**config.mk**
```make
export PLATFORM = sky130hd
export DESIGN_NAME = if_fetch_queue
export DESIGN_NICKNAME = d
export VERILOG_FILES = /design/src/rtl/if_fetch_queue.sv
export SDC_FILE = /design/constraint.sdc
export NUM_CORES = 1
export LEC_CHECK = 0
export ABC_AREA = 1
export CAP_MARGIN = 20
export CELL_PAD_IN_SITES_DETAIL_PLACEMENT = 1
export CELL_PAD_IN_SITES_GLOBAL_PLACEMENT = 2
export CORE_UTILIZATION = 32
export DETAILED_ROUTE_END_ITERATION = 16
export PLACE_DENSITY = 0.73
export SETUP_SLACK_MARGIN = 0.2
export SYNTH_ARGS = -nofsm -noshare
export SYNTH_HDL_FRONTEND = slang
export SYNTH_SLANG_ARGS = --single-unit
export TNS_END_PERCENT = 1
```
**constraint.sdc**
```tcl
create_clock -name p_clk -period 5.9 [get_ports p_clk]
set_input_delay 1.18 -clock p_clk [delete_from_list [all_inputs] [get_ports p_clk]]
set_output_delay 1.18 -clock p_clk [all_outputs]
set_load 0.005 [all_outputs]
```
**src/rtl/if_fetch_queue.sv**
```systemverilog
// Instruction-fetch stage with an in-order {PC, instruction} prefetch queue and a redirect port.
// Optional statistics counters (p_fetch_cnt, p_wait_cnt) are built when IF_FETCH_STATS_EN is defined.
module if_fetch_queue #(
    parameter int                WIDTH    = 64,
    parameter int                INST_W   = 32,
    parameter int                DEPTH    = 4,
    parameter logic [WIDTH-1:0]  RESET_PC = '0
) (
    input  logic                 p_clk,
    input  logic                 p_reset,
    input  logic [INST_W-1:0]    p_INST_MemDataIn,
    input  logic                 p_INST_MemWait,
    output logic [WIDTH-1:0]     p_IF_INST_MemAddress,
    output logic                 p_IF_INST_MemRead,
    input  logic                 p_redirect_valid,
    input  logic [WIDTH-1:0]     p_redirect_pc,
    input  logic                 p_ID_stall,
    output logic                 p_IF_valid,
    output logic [INST_W-1:0]    p_IF_Instruction,
    output logic [WIDTH-1:0]     p_PC_Counter
`ifdef IF_FETCH_STATS_EN
    ,
    output logic [31:0]          p_fetch_cnt,
    output logic [31:0]          p_wait_cnt
`endif
);

    localparam int PTR_W = $clog2(DEPTH);
    localparam int CNT_W = PTR_W + 1;
    localparam logic [CNT_W-1:0] FULL = CNT_W'(DEPTH);

    logic [WIDTH-1:0]  fetch_pc_q, fetch_pc_d;
    logic [PTR_W-1:0]  head_q, head_d, tail_q, tail_d;
    logic [CNT_W-1:0]  count_q, count_d;
    logic [WIDTH-1:0]  pc_mem_q   [DEPTH];
    logic [INST_W-1:0] inst_mem_q [DEPTH];
    logic              push, pop, not_empty;
    logic              unused_rpc_bits;

    assign unused_rpc_bits = ^p_redirect_pc[1:0];

    assign not_empty            = (count_q != '0);
    assign p_IF_INST_MemRead    = ~p_reset & (count_q != FULL) & ~p_redirect_valid;
    assign p_IF_INST_MemAddress = fetch_pc_q;
    assign push                 = p_IF_INST_MemRead & ~p_INST_MemWait;
    // A redirect discards any pop that would otherwise happen this cycle.
    assign pop                  = not_empty & ~p_ID_stall & ~p_redirect_valid;

    assign p_IF_valid       = not_empty;
    assign p_IF_Instruction = not_empty ? inst_mem_q[head_q] : '0;
    assign p_PC_Counter     = not_empty ? pc_mem_q[head_q]   : '0;

    always_comb begin
        fetch_pc_d = fetch_pc_q;
        head_d     = head_q;
        tail_d     = tail_q;
        count_d    = count_q;
        if (p_redirect_valid) begin
            fetch_pc_d = {p_redirect_pc[WIDTH-1:2], 2'b00};
            head_d     = '0;
            tail_d     = '0;
            count_d    = '0;
        end else begin
            if (push) begin
                fetch_pc_d = fetch_pc_q + WIDTH'(4);
                tail_d     = tail_q + PTR_W'(1);
            end
            if (pop) begin
                head_d = head_q + PTR_W'(1);
            end
            case ({push, pop})
                2'b10:   count_d = count_q + CNT_W'(1);
                2'b01:   count_d = count_q - CNT_W'(1);
                default: count_d = count_q;
            endcase
        end
    end

    always_ff @(posedge p_clk or posedge p_reset) begin
        if (p_reset) begin
            fetch_pc_q <= RESET_PC;
            head_q     <= '0;
            tail_q     <= '0;
            count_q    <= '0;
        end else begin
            fetch_pc_q <= fetch_pc_d;
            head_q     <= head_d;
            tail_q     <= tail_d;
            count_q    <= count_d;
        end
    end

    // Storage needs no reset: entries are only visible while count is nonzero.
    always_ff @(posedge p_clk) begin
        if (push) begin
            pc_mem_q[tail_q]   <= fetch_pc_q;
            inst_mem_q[tail_q] <= p_INST_MemDataIn;
        end
    end

`ifdef IF_FETCH_STATS_EN
    logic [31:0] fetch_cnt_q, wait_cnt_q;

    always_ff @(posedge p_clk or posedge p_reset) begin
        if (p_reset) begin
            fetch_cnt_q <= '0;
            wait_cnt_q  <= '0;
        end else begin
            if (push && (fetch_cnt_q != 32'hFFFF_FFFF)) begin
                fetch_cnt_q <= fetch_cnt_q + 32'd1;
            end
            if (p_IF_INST_MemRead && p_INST_MemWait && (wait_cnt_q != 32'hFFFF_FFFF)) begin
                wait_cnt_q <= wait_cnt_q + 32'd1;
            end
        end
    end

    assign p_fetch_cnt = fetch_cnt_q;
    assign p_wait_cnt  = wait_cnt_q;
`endif

endmodule

```
[Yosys cells after proc, flatten, opt, wreduce, memory -nomap -nowiden]
Memories as Yosys holds them, arrays and structs flattened.
Cells that the tools add are included.
Operators by class
  add/subtract/negate cells: 5
  multiply operators: 0
  divide/modulo/power cells: 0
  $lt $le $gt $ge: 0
  equality and inequality tests: 3
  shift-type cells: 0
  muxes and demuxes: 12
  bitwise operators: 9
  reduce and logical (&&, ||, !) cells: 4
Operator list (count)
  two-way mux 64 bit: 3
  adder 64 x 3 -> 64 bit (second input constant): 1
  two-way mux 32 bit: 1
  two-way mux 2 bit: 4
  case mux 3 bit (2 select lines): 1
  nonzero test 3 bit: 2
  AND 1 bit: 5
  adder 2 x 1 -> 2 bit (second input constant): 2
  inverter 1 bit: 4
  nonzero test 2 bit: 2
  adder 3 x 1 -> 3 bit (second input constant): 1
  two-way mux 3 bit: 1
  != test 3 bit (second input constant): 1
  subtractor 3 x 1 -> 3 bit (second input constant): 1
  == test 2 x 1 -> 1 bit (second input constant): 1
  == test 2 bit (second input constant): 1
  two-way mux 1 bit: 2
Word-level totals
  register bits: 71
  latch bits: 0
  bits in writable memories: 384
  bits in read-only memories: 0
  bits of input ports: 101
  output and inout bits: 162
  logic and storage cells: 39
  memories: 2
Memory list
  pc_mem_q: words 4, bits a word 64, read ports 1, clocked after memory_dff 0, wr ports 1, RTL line 35  | logic [WIDTH-1:0] pc_mem_q [DEPTH];
  inst_mem_q: words 4, bits a word 32, read ports 1, clocked after memory_dff 0, wr ports 1, RTL line 36  | logic [INST_W-1:0] inst_mem_q [DEPTH];

[Logic depth before layout (Yosys ltp)]
Gate-level depths: netlist of run 1.
  word-level depth: 7
  depth in mapped cells: 11
  depth with buffers taken out: 11

[Worst setup path after synthesis of run 1]
Ideal clock, no wire load.
  path type: input-to-reg
  from: input port p_reset
  to: memory inst_mem_q[0][0] (enable)
  library setup time: 0.548 ns
  arrival time: 7.290 ns
  data required time: 5.352 ns
  path slack: -1.938 ns
  stages on the path: 5
  buffers on the path: 2
  path through: inv_1 > nand4_4 > buf_2 > buf_1 > nor2_1
Between the ends
  word-level cells in the longest chain between the ends: 6
RTL lines
  from (decl): RTL line 10  | input logic p_reset,
  inverter 1 bit: RTL line 43  | assign p_IF_INST_MemRead = ~p_reset & (count_q != FULL) & ~p_redirect_valid;
  AND 1 bit (2 in series): RTL line 43
  AND 1 bit: RTL line 45  | assign push = p_IF_INST_MemRead & ~p_INST_MemWait;
  two-way mux 1 bit: RTL line 95  | if (push) begin
  two-way mux 1 bit (implied by the code): RTL line 97  | inst_mem_q[tail_q] <= p_INST_MemDataIn;
  to (decl): RTL line 36
Every way passes these cells.

[Worst setup path in the final report of run 1]
  from: register head_q[1]
  to: output port p_PC_Counter[27]
Between the ends
  word-level cells in the longest chain between the ends: 2
RTL lines
  from (decl): RTL line 33  | logic [PTR_W-1:0] head_q, head_d, tail_q, tail_d;
  from (signal assigned): RTL line 82  | head_q <= '0;
  from (signal assigned): RTL line 87  | head_q <= head_d;
  memory (4 x 64 bit)
  two-way mux 64 bit: RTL line 51  | assign p_PC_Counter = not_empty ? pc_mem_q[head_q] : '0;
  to (decl): RTL line 20  | output logic [WIDTH-1:0] p_PC_Counter
Every way passes these cells.

==> results of run 1 <==
## registers in the layout, indices dropped and copies added (netlist names)
name	cells
count_q	3
head_q	2
inst_mem_q	128
p_IF_INST_MemAddress	62
pc_mem_q	248
tail_q	2
## layout by cell type (no fill, tap or decap), types with 15 or more instances in the layout
cell type        instances
nor2_1                 508
edfxtp_1               376
nand2_1                347
clkdlybuf4s50_1        255
o21ai_0                213
a21oi_1                 98
inv_1                   71
dfrtp_1                 67
nand3_1                 52
clkbuf_16               51
xor2_1                  22
buf_4                   22
o21bai_1                16
nand4_1                 15
## kinds of logic (layout without fill, tap and decap cells)
group / count (synthesis) / after routing / synth area share (%)
flops: 445 / 445 / 65.9
xor+xnor: 31 / 31 / 1.37
buf+inv: 173 / 451 / 3.64
fa+ha+maj: 6 / 6 / 0.418
simple gates: 960 / 960 / 19.5
other cells: 1 / 6 / 0.0190
compound gates: 347 / 347 / 9.18
## routing by layer
layer / vias up / part of all wire [%] / GRT usage (%)
met5: - / 0.020 / 0
met1: 7523 / 45 / 26.8
met3: 66 / 3.8 / 3.03
met2: 257 / 50 / 35.6
li1: 7108 / - / -
met4: 2 / 1.8 / 4.84
## path summary, 6_finish.rpt
kind	cells past startpoint	slack, ps	end
min in group asynchronous	3	1330	p_IF_INST_MemAddress[5]$_DFFE_PP0N_
max in group asynchronous	3	3840	head_q[1]$_DFFE_PP0P_
worst max register to register	10	3470	p_IF_INST_MemAddress[25]$_DFFE_PP0N_
worst min-delay path	2	550	count_q[0]$_DFFE_PP0P_
worst min register to register	2	550	count_q[0]$_DFFE_PP0P_
worst max-delay path	6	1450	p_PC_Counter[27]
## layout make-up
cell class                 count  area (sq um)  share of cell area (%)
multi-input combinational   1348          6060                    24.4
antenna                        2          5.00                  0.0202
inverter                      77           297                    1.20
clock buffer                  59          1320                    5.31
tap                          782           978                    3.95
sequential                   445         13000                    52.5
clock inverter                32           293                    1.18
timing repair buffer         283          2820                    11.4
## critical path, cell delays in order, from the launching register on
cell and delay [ps]:
dfrtp_4 660, inv_4 640, buf_4 470, nor2_1 90, o21ai_0 90, a21oi_1 90, clkdlybuf4s50_1 550
## stage by stage
stage / area, sq um / setup slack (ps) / power (mW) / hold WS (ps) / std cells
after floorplan: 19800 / -390 / 5.01 / 503 / 1966
after global placement: 23200 / 1990 / 6.64 / 528 / 2935
after detailed placement: 23200 / 1980 / 6.69 / 543 / 2935
after CTS: 24800 / 1350 / 9.79 / 559 / 3026
after global routing: 24800 / 1280 / 10.1 / 579 / 3026
final: 24800 / 1450 / 9.63 / 554 / 3028
## power breakdown
part / switching (mW) / internal (mW)
Clock: 1.25 / 1.81
Sequential: 0.220 / 3.60
Combinational: 1.51 / 1.24
==> summary.md, run 1 <==
| Metric | Value |
|---|---|
| Die Area | 62,700 sq um |
| TritonRoute pass-1 iters | 4 |
| First-pass GRT wire length | 96,200 um |
| Die Span Y | 250 um |
| CP Launch Type | flip-flop |
| Drt wl/cell | 21.3 um |
| Final nets | approximately 2,300 |
| Final worst path period need | 4450 ps |
| Required time worst endpoint | 4720 ps |
| Yosys warning count | 0 |
| Worst Skew | approximately 24 ps |
| Setup_tns | 0 ps |
| Crit-path max FO | 51 |
| Max-cap violations | 0 |
| Initial antenna violation count | 2 |
| Slew HR | 32.5% |
| Starting DRT DRC Count | 750 |
| Clock Pin Slew Worst Setup and Hold Paths | 60 ps |
| CTS Sinks | 445 |
| I/O pin count | 263 |
| Final hold vios | 0 |
| FFs w/ async S/R, synth | 15.5% |
| Syn Std Cell Area | 19,800 sq um |
| Syn Area/Cell | just over 10 sq um |
| Initial Util | 32.5% |
| Synthesized flop and latch total | around 450 |
| Static Leak | 8.74 nW |
| Maximum buffer depth of the clock tree | 3 |
| Critical path launch point | head_q[1]$_DFFE_PP0P_ |
| Vias in the first global route | approximately 15,000 |
| PD cells | 388 nW/um^2 |
| CTS tree | built |
| Final ANT Viol Nets | 0 |
| Post-Syn Instances | 1,963 |
| Core area | 60,700 sq um |
| Area Overhead vs Synth | 25.5% |
| Die width | 250 um |
| Rows | 90 |
| Top post-synthesis cells by area | edfxtp_1, nor2_1, dfrtp_1, nand2_1, o21ai_0 |
| Count leader, synth | nor2_1 |
| Sequential share of the synthesized area | 65.9% |
| Pins Over Slew Limit | 0 |
| RSZ-0062 raised after global routing | no |
| Total GRT Usage | 20.5% |
| Commonest cells in the netlist | nor2_1, edfxtp_1, nand2_1 |
| Largest net degree at the start of global routing | 190 |
| CP arrival | around 3300 ps |
| Hold wc startpoint | count_q[0]$_DFFE_PP0P_ |
| Fillers | 6,687 |
| Area leader, netlist | edfxtp_1 |
| # setup viols final | 0 |
| Netlist cell types | 33 |
| Hpwl dp | 41,700 um |
| Worst-Skew Late Latency | just under 600 ps |
| Drt total wl | 64,600 um |
| Cts hold-fix bufs | 0 |
| Number of setup buffers added after CTS | 0 |
| Post-layout util | 40.9% |
| CTS buffer count | 49 |
| Total grt overflow | 0 |
| Routed via count | 15,000 |
| Worst-Margin Slew | roughly 1000 ps |
| Hold WC Path Type | flip-flop to flip-flop |
| Synth top area share | a little under three fifths |
| Status | finished, final reports clean |
| Final period util | 75.4% |
| CTS root buf | clkbuf_16 |
| Share of cells above drive strength 1 | 6.37% |
| DRC viols | 0 |
| Reg-to-Reg Start | count_q[1]$_DFFE_PP0P_ |
| PostCTS Resize Cnt | 0 |
| EDFF count, synth | 376 |
| Via density per instance | 4.94 |
| H-tree level count | 2 |
| Achievable frequency | 0.225 GHz |
| CP Class | flip-flop to output pin |
| Buffers on Ports | between 200 and 300 |
| VDD IR max | 0.254 mV |
| Worst Setup End Kind | output pin |
| RePlAce Congestion | 0.820 |
| Synth Flop Type | edfxtp_1 |
No activity file was read; power rests on OpenSTA's default activity.
==> inputs of run 2 (changes only) <==
--- a/config.mk
+++ b/config.mk
@@ -9,9 +9,9 @@
 export CAP_MARGIN = 20
 export CELL_PAD_IN_SITES_DETAIL_PLACEMENT = 1
 export CELL_PAD_IN_SITES_GLOBAL_PLACEMENT = 2
-export CORE_UTILIZATION = 32
+export CORE_UTILIZATION = 35
 export DETAILED_ROUTE_END_ITERATION = 16
-export PLACE_DENSITY = 0.73
+export PLACE_DENSITY = 0.76
 export SETUP_SLACK_MARGIN = 0.2
 export SYNTH_ARGS = -nofsm -noshare
 export SYNTH_HDL_FRONTEND = slang
==> constraint.sdc (replaced) <==
create_clock -name p_clk -period 4.2 [get_ports p_clk]
set_input_delay 0.84 -clock p_clk [delete_from_list [all_inputs] [get_ports p_clk]]
set_output_delay 0.84 -clock p_clk [all_outputs]
set_load 0.005 [all_outputs]
==> run 2 against run 1 <==
Combinational power rose by 42%. Non-clock buffer count increased by 3. Core utilization up 3.8 points. Setup slack worse by 950 ps. Sequential power is 40% higher.
==> summary.md, run 2 (same netlist as run 1, synthesis figures left out) <==
| Metric | Value |
|---|---|
| Final worst path period need | 3700 ps |
| PD cells | between 500 and 600 nW/um^2 |
| Global routing met3 resource utilization | 3.53% |
| Cts hold-fix bufs | 0 |
| Reg power frac | 40.1% |
| Worst Skew | 16.8 ps |
| RePlAce Congestion | 0.814 |
| Pins Over Slew Limit | 0 |
| TritonRoute pass-1 iters | 4 |
| Hpwl dp | about 41,000 um |
| Switch Pwr | 4.15 mW |
| Initial antenna violation count | 4 |
| Final period util | 88.2% |
| Area Overhead vs Synth | 25.2% |
| Worst Setup End Kind | output pin |
| Design Area, Final | between 20,000 and 25,000 sq um |
| Setup_tns | 0 ps |
| Required time worst endpoint | 3360 ps |
| Initial Util | 35.6% |
| Total grt overflow | 0 |
| I/O pin count | 263 |
| CTS tree | built |
| M2 GR Usage | 36.7% |
| Starting DRT DRC Count | 736 |
| Comb power frac | between 20% and 30% |
| RSZ-0062 raised after global routing | no |
| Pre-CTS WS | 879 ps |
| CTS root buf | clkbuf_16 |
| CP Launch Type | flip-flop |
| Fillers | 6,160 |
| CTS buffer count | 48 |
| Number of setup buffers added after CTS | 0 |
| Placed Cells | 2,904 |
| Tot Pwr | 13.4 mW |
| DRC viols | 0 |
| Final nets | ~2,300 |
| H-tree level count | 2 |
| Final hold vios | 0 |
| Final ANT Viol Nets | 0 |
| Drt wl/cell | 21.2 um |
| Met1 Track Usage GR | 29.2% |
| Share of cells above drive strength 1 | 6.20% |
| Static Leak | 8.71 nW |
| Hold WC Path Type | flip-flop to flip-flop |
| VDD IR max | 0.315 mV |
| Commonest non-fill, non-tap cell in the layout | nor2_1 |
| Via density per instance | around 5.0 |
| Die Area | 57,400 sq um |
| Worst-Skew Late Latency | 580 ps |
| Antenna fix cells | 0 |
| Clk network pwr share | between 30% and 40% |
| Die width | 240 um |
| Rows | 86 |
| CTS Sinks | approximately 450 |
| Pint | around 9.2 mW |
| Worst-Margin Slew | 990 ps |
| Most frequent cells in the layout | nor2_1, edfxtp_1, nand2_1, clkdlybuf4s50_1, o21ai_0 |
| Clock Pin Slew Worst Setup and Hold Paths | 60 ps |
| Slew HR | 34.0% |
| Buffers on Ports | roughly 260 |
| Maximum buffer depth of the clock tree | 3 |
| Vias in the first global route | 15,300 |
| Max-cap violations | 0 |
| Largest net degree at the start of global routing | 97 |
| Total GRT Usage | 22.0% |
| Setup slack, reg-to-reg | 1820 ps |
| Routed via count | 15,100 |
| Achievable frequency | 0.270 GHz |
| First-pass GRT wire length | 94,200 um |
| Crit-path max FO | 49 |
| Most flops, register | pc_mem_q |
| Switching share of power | between 30% and 40% |
| Setup WS post-layout | 495 ps |
| Die Span Y | about 240 um |
| Status | finished, final reports clean |
| Max FFs per register | 248 |
| Drt total wl | ~63,000 um |
| CP arrival | around 2900 ps |
| Core area | 55,400 sq um |
| Placed cell areas | 23,200 sq um |
| CP Class | flip-flop to output pin |
| Most used routing layer in global routing | met2 |
| # setup viols final | 0 |
| Non-Filler Instances | approximately 3,000 |
-- run 2: cell type report --
cell class	instances	area, sq um	share of cell area (%)
clock buffer	63	1300	5.25
clock inverter	24	199	0.805
inverter	77	299	1.21
multi-input combinational	1348	6060	24.5
sequential	445	13000	52.7
tap	748	936	3.79
timing repair buffer	286	2910	11.8
-- run 2: final timing paths --
| path | from | cells after the start | end |
|---|---|---|---|
| setup / recovery | head_q[0]$_DFFE_PP0P_ | 5 | p_PC_Counter[32] |
| hold / removal | count_q[0]$_DFFE_PP0P_ | 2 | count_q[0]$_DFFE_PP0P_ |
| setup reg to reg | p_IF_INST_MemAddress[2]$_DFFE_PP0N_ | 8 | p_IF_INST_MemAddress[40]$_DFFE_PP0N_ |
| hold reg to reg | count_q[0]$_DFFE_PP0P_ | 2 | count_q[0]$_DFFE_PP0P_ |
| max in group asynchronous | p_reset | 3 | head_q[1]$_DFFE_PP0P_ |
| min in group asynchronous | p_reset | 3 | count_q[0]$_DFFE_PP0P_ |
-- run 2: through the flow --
step / utilization [%] / hold WS, ps
3_3_place_gp: 41.9 / 527
2_1_floorplan: - / 503
3_5_place_dp: 41.9 / 546
4_1_cts: 44.6 / 560
5_1_grt: 44.6 / 592
6_report: 44.6 / 551
-- run 2: routing by layer --
metal | share of wire (%) | up-vias
li1 | - | 7109
met1 | 45 | 7561
met2 | 48 | 277
met3 | 3.9 | 96
met4 | 2.9 | 8
met5 | 0.063 | -
-- run 2: power by group through the flow --
stage / sequential [mW] / clock, mW / combinational (mW)
final: 5.36 / 4.09 / 3.91
after global routing: 5.40 / 4.32 / 4.26
after CTS: 5.37 / 4.19 / 3.98
after detailed placement: 5.46 / 0 / 3.96
after global placement: 5.45 / 0 / 3.90
after floorplan: 5.32 / 0 / 1.71
-- run 2: worst max-delay path, cell delays in order, from the launching register on --
cell and delay, ps:
dfrtp_4 530, inv_4 500, buf_4 350, o21ai_0 140, a21oi_1 150, clkdlybuf4s50_1 580
-- run 2: what timing repair did --
action / 4_1_cts / 5_1_grt
resized for setup: 0 / 1
hold endpoints to repair: 0 / 0
setup endpoints to repair: 0 / 1
